**config.mk**
```make
export PLATFORM = sky130hd
export DESIGN_NAME = instr_fetch
export DESIGN_NICKNAME = d
export VERILOG_FILES = /design/src/rtl/instr_fetch_pkg.sv /design/src/rtl/instr_fetch.sv
export SDC_FILE = /design/constraint.sdc
export NUM_CORES = 1
export LEC_CHECK = 0
export BUFFER_PORTS_ARGS = -buffer_cell sky130_fd_sc_hd__buf_4
export CAP_MARGIN = 20
export CORE_ASPECT_RATIO = 0.9
export CORE_MARGIN = 2
export CORE_UTILIZATION = 32
export CTS_BUF_LIST = sky130_fd_sc_hd__clkbuf_4 sky130_fd_sc_hd__clkbuf_8 sky130_fd_sc_hd__clkbuf_16
export CTS_CLUSTER_DIAMETER = 30
export DETAILED_ROUTE_END_ITERATION = 6
export PLACE_DENSITY = 0.68
export SKIP_LAST_GASP = 1
export SLEW_MARGIN = 20
export SYNTH_ARGS = -nofsm -noshare
export SYNTH_HDL_FRONTEND = slang
export SYNTH_SLANG_ARGS = --single-unit
```
**constraint.sdc**
```tcl
create_clock -name clk -period 2.2 [get_ports clk]
set_clock_uncertainty 0.15 [all_clocks]
set_input_delay 0.33 -clock clk [delete_from_list [all_inputs] [get_ports clk]]
set_output_delay 0.33 -clock clk [all_outputs]
set_load 0.1 [all_outputs]
```
**src/rtl/instr_fetch_pkg.sv**
```systemverilog
// Shared fetch-sequencer definitions: the state encoding is reused by the CPU sequencer.
package instr_fetch_pkg;

  localparam int INSTR_W = 16;

  typedef enum logic [1:0] {
    IDLE    = 2'd0,
    REQ     = 2'd1,
    DISCARD = 2'd2,
    HOLD    = 2'd3
  } fetch_state_e;

endpackage

```
**src/rtl/instr_fetch.sv**
```systemverilog
// Instruction fetch unit: reads one word per PC value from the ROM and buffers it
// until the CPU takes it, dropping responses made stale by a jump (flush).
module instr_fetch
  import instr_fetch_pkg::*;
#(
  parameter int ADDR_W = 16
) (
  input  logic               clk,
  input  logic               reset,
  input  logic [ADDR_W-1:0]  pc,
  input  logic               flush,
  output logic               rom_req,
  output logic [ADDR_W-1:0]  rom_addr,
  input  logic               rom_ack,
  input  logic [INSTR_W-1:0] rom_data,
  output logic [INSTR_W-1:0] instr,
  output logic [ADDR_W-1:0]  instr_addr,
  output logic               instr_valid,
  input  logic               instr_ready,
  output logic               pc_inc
);

  fetch_state_e       state_q, state_d;
  logic [ADDR_W-1:0]  addr_q, addr_d;
  logic [INSTR_W-1:0] instr_q, instr_d;
  logic [ADDR_W-1:0]  instrAddr_q, instrAddr_d;

  always_ff @(posedge clk or posedge reset) begin
    if (reset) begin
      state_q     <= IDLE;
      addr_q      <= '0;
      instr_q     <= '0;
      instrAddr_q <= '0;
    end else begin
      state_q     <= state_d;
      addr_q      <= addr_d;
      instr_q     <= instr_d;
      instrAddr_q <= instrAddr_d;
    end
  end

  // Every entry into REQ captures the fetch address; a started ROM read is never
  // aborted, so a flush mid-read waits in DISCARD for the ack before refetching.
  always_comb begin
    state_d     = state_q;
    addr_d      = addr_q;
    instr_d     = instr_q;
    instrAddr_d = instrAddr_q;
    rom_req     = 1'b0;
    instr_valid = 1'b0;
    case (state_q)
      IDLE: begin
        state_d = REQ;
        addr_d  = pc;
      end
      REQ: begin
        rom_req = 1'b1;
        if (rom_ack && flush) begin
          addr_d = pc;
        end else if (rom_ack) begin
          instr_d     = rom_data;
          instrAddr_d = addr_q;
          state_d     = HOLD;
        end else if (flush) begin
          state_d = DISCARD;
        end
      end
      DISCARD: begin
        rom_req = 1'b1;
        if (rom_ack) begin
          state_d = REQ;
          addr_d  = pc;
        end
      end
      HOLD: begin
        instr_valid = 1'b1;
        if (flush) begin
          state_d = REQ;
          addr_d  = pc;
        end else if (instr_ready) begin
          // The PC increments on this same edge, so fetch its post-increment value.
          state_d = REQ;
          addr_d  = pc + ADDR_W'(1);
        end
      end
      default: state_d = IDLE;
    endcase
  end

  assign pc_inc     = instr_valid & instr_ready & ~flush;
  assign rom_addr   = addr_q;
  assign instr      = instr_q;
  assign instr_addr = instrAddr_q;

endmodule

```
==> impl_metrics.ini <==
[outcome]
run_status = finished clean

[timing]
min_period_ns = 2.04
setup_viol = 0
fin_crit_sh_pct = 92.5
worst_slew_margin_rel_pct = 80.1
slew_viol_final = 0
hold_violations = 0
setup_tns_ns = 0
worst-slew-pin-transition_ns = 0.298
fmaxAchievable_ghz = 0.491
grt_setup_unrepaired = false

[synth]
synth_top_area_share_pct = 54.7
synthesis.yosys.warnings = 0
postSynth.topFlopCell = sky130_fd_sc_hd__dfrtp_1
post_synth_main_area_contributors = sky130_fd_sc_hd__dfrtp_1 (55%), sky130_fd_sc_hd__mux2_2 (20%), sky130_fd_sc_hd__xnor2_1 (3.8%)
postSynthRegisterBits = 50
synth-async-reset-ratio_pct = 100
synth_area_leader_cell = sky130_fd_sc_hd__dfrtp_1
synthesis.area_um2 = 2290
synth_nets = 219
ys_seq_area_share_pct = 54.7
syn_avg_cell_area_um2 = 12.8
post_synth_inst_count = 178
synth-edff-count = 0
yosys.cell_types.count = 36

[worst_setup_path]
timing.critical_path.arrival_ns = 1.56
timing.critical_path.required_ns = 1.72
crit_fanout = 5
timing.critical_path.slowest_cell_delay_ns = 0.45
r2r_end = rom_addr[13]$_DFFE_PP0P_
worst_r2r_path_depth = 5
startpoint = state_q[0]$_DFFE_PP0P_
timing.critical_path.cells = ha_4 > nor2b_1 > and2_2 > buf_4
timing.critical_path.from_type = flip-flop
timing.reg2reg.setup_slack_ns = 0.24
critPathSlowestCell = sky130_fd_sc_hd__dfrtp_1
end_kind = output port
critical_path.reg2reg.startpoint = state_q[0]$_DFFE_PP0P_
worst-setup-path-type = flip-flop to output port

[grt]
grt.total_usage_pct = 13.5
groute.layer.met2.usage_pct = 23.0
gr-total-overflow = 0
grt_max_degree = 51
grt_antenna_before_repair = 0
grt_pass1_vias = 1695
met1_usage_pct = 16.6
grt_pass1_wl_um = 8250
globalRoute.busiestLayer = met2
grt_use_met3_pct = 3.59

[placed_design]
detailedPlacementHpwl_um = 3750
io_buffers = 87
place.gp.congestion = 0.743

[cts]
h-tree-depth = 2
cts-buffers-inserted = 5
latest_clock_arrival_within_the_worst_skew_pair_ns = 0.30
post_cts_resize_count = 0
clk_path_buf_depth = 2
cts_tree = built
ctsRootBufferMaster = sky130_fd_sc_hd__clkbuf_8
cts.clk_slew.worst_paths_ns = 0.09
numClockSinks = 50

[layout]
layout-drive-gt1-share_pct = 54.0
area_growth_syn_to_layout_pct = 40.3
sequential_cell_area_um2 = 1250
most-common-layout-cells = sky130_fd_sc_hd__buf_4 (91), sky130_fd_sc_hd__dfrtp_1 (50), sky130_fd_sc_hd__mux2_2 (41), sky130_fd_sc_hd__nand2_1 (10), sky130_fd_sc_hd__xnor2_1 (10)
final_common_cell = sky130_fd_sc_hd__buf_4
fillCellCount = 670
antenna-diode-count = 0
nets = 314
multi_input_area_um2 = 995

[job]
max_cap_viol_count = 0

[die]
pin_count = 88
die_area_um2 = 7840
die_w_um = 93.1
dieHeight_um = 84.2
core_region_area_um2 = 7000
floorplan.initialDensity_pct = 32.6
core.rowCount = 29

[worst_hold_path]
min-delay-start = rom_data[9]
timing.hold.worst.class = primary input to flip-flop
holdPathStages = 2
holdPathEnd = instr[9]$_DFFE_PP0P_

[drt]
finalWirelength_um = 5010
detail_route.wl_per_cell_um = 13.6
post_drt_via_cell_ratio = 4.69
route.vias.total = 1722
drt-initial-drc-count = 58
drt_drc_violations_left = 0
drtPass1Iterations = 4
drtAntennaViolNets = 0
==> critical path: cells and delay by family, from the launching register on <==
| family | cells | cell delay, ns |
|---|---|---|
| flip-flops | 1 | 0.45 |
| AND/OR/NAND/NOR | 2 | 0.35 |
| buffers and inverters | 1 | 0.28 |
| adder cells (fa/ha/maj) | 1 | 0.18 |
==> registers in the layout, indices dropped and copies added (netlist names) <==
| register | count |
|---|---|
| state_q | 2 |
| instr | 16 |
| rom_addr | 16 |
| instr_addr | 16 |
==> per-layer routing <==
| layer | vias to the layer above | wire, um |
|---|---|---|
| met1 | 828 | 2120 |
| met5 | - | 0 |
| met2 | 58 | 2470 |
| li1 | 829 | - |
| met3 | 7 | 352 |
| met4 | 0 | 64 |
==> through the flow <==
stage / hold WS (ns) / setup slack, ns / std cells / utilization [%] / cell area (um^2)
after floorplan: 0.330 / 0.0250 / 178 / - / 2300
after global placement: 0.256 / 0.297 / 358 / 44.4 / 3110
after detailed placement: 0.260 / 0.250 / 358 / 44.4 / 3110
after CTS: 0.0884 / 0.126 / 367 / 45.8 / 3210
after global routing: 0.0810 / 0.0607 / 367 / 45.8 / 3210
final: 0.0992 / 0.165 / 367 / 45.8 / 3210
==> synthesized netlist by cell type, types with 2 or more instances <==
cell                      instances
sky130_fd_sc_hd__nand2_1         10
sky130_fd_sc_hd__or3_1            2
sky130_fd_sc_hd__nor2_1           2
sky130_fd_sc_hd__buf_1            3
sky130_fd_sc_hd__dfrtp_1         50
sky130_fd_sc_hd__o21ai_0          3
sky130_fd_sc_hd__inv_1            6
sky130_fd_sc_hd__ha_1             4
sky130_fd_sc_hd__nand4_1          5
sky130_fd_sc_hd__mux2_2          41
sky130_fd_sc_hd__nor2b_1          2
sky130_fd_sc_hd__xnor2_1         10
sky130_fd_sc_hd__a21oi_1          9
sky130_fd_sc_hd__and2_1           2
sky130_fd_sc_hd__nand3_1          2
sky130_fd_sc_hd__buf_4            2
sky130_fd_sc_hd__and3_1           3
sky130_fd_sc_hd__a31oi_1          4
==> cell families (layout without fill, tap and decap cells) <==
group / Yosys count / in the layout / share of synthesized area, %
AO/OA/AOI/OAI: 25 / 25 / 6.84
multiplexers: 42 / 42 / 20.6
adder cells (fa/ha/maj): 4 / 4 / 2.19
AND/OR/NAND/NOR: 35 / 35 / 9.41
flip-flops: 50 / 50 / 54.7
buffers and inverters: 12 / 108 / 2.35
XOR/XNOR: 10 / 10 / 3.83
==> final cells by class <==
cell class	count	area share, %
Clock inverter	2	0.429
Tap cell	93	3.63
Clock buffer	6	2.38
Multi-Input combinational cell	116	31.0
Timing Repair Buffer	94	22.9
Sequential cell	50	39.0
Inverter	6	0.702
==> worst max-delay path by stage <==
| stage | to | slack (ns) |
|---|---|---|
| finish | pc_inc | 0.16 |
| global placement | rom_addr[15]$_DFFE_PP0P_ | 0.30 |
| floorplan | rom_addr[2]$_DFFE_PP0P_ | 0.03 |
| detailed placement | rom_addr[13]$_DFFE_PP0P_ | 0.25 |
| global route | pc_inc | 0.06 |
| CTS | pc_inc | 0.13 |
==> timing repair <==
item	4_1_cts	5_1_grt
endpoints found under the hold margin	50	0
hold buffers	1	0
setup buffers	0	0
Power is not shown: default switching activity piles up to over one toggle a cycle in this logic, so the estimate is an artifact.
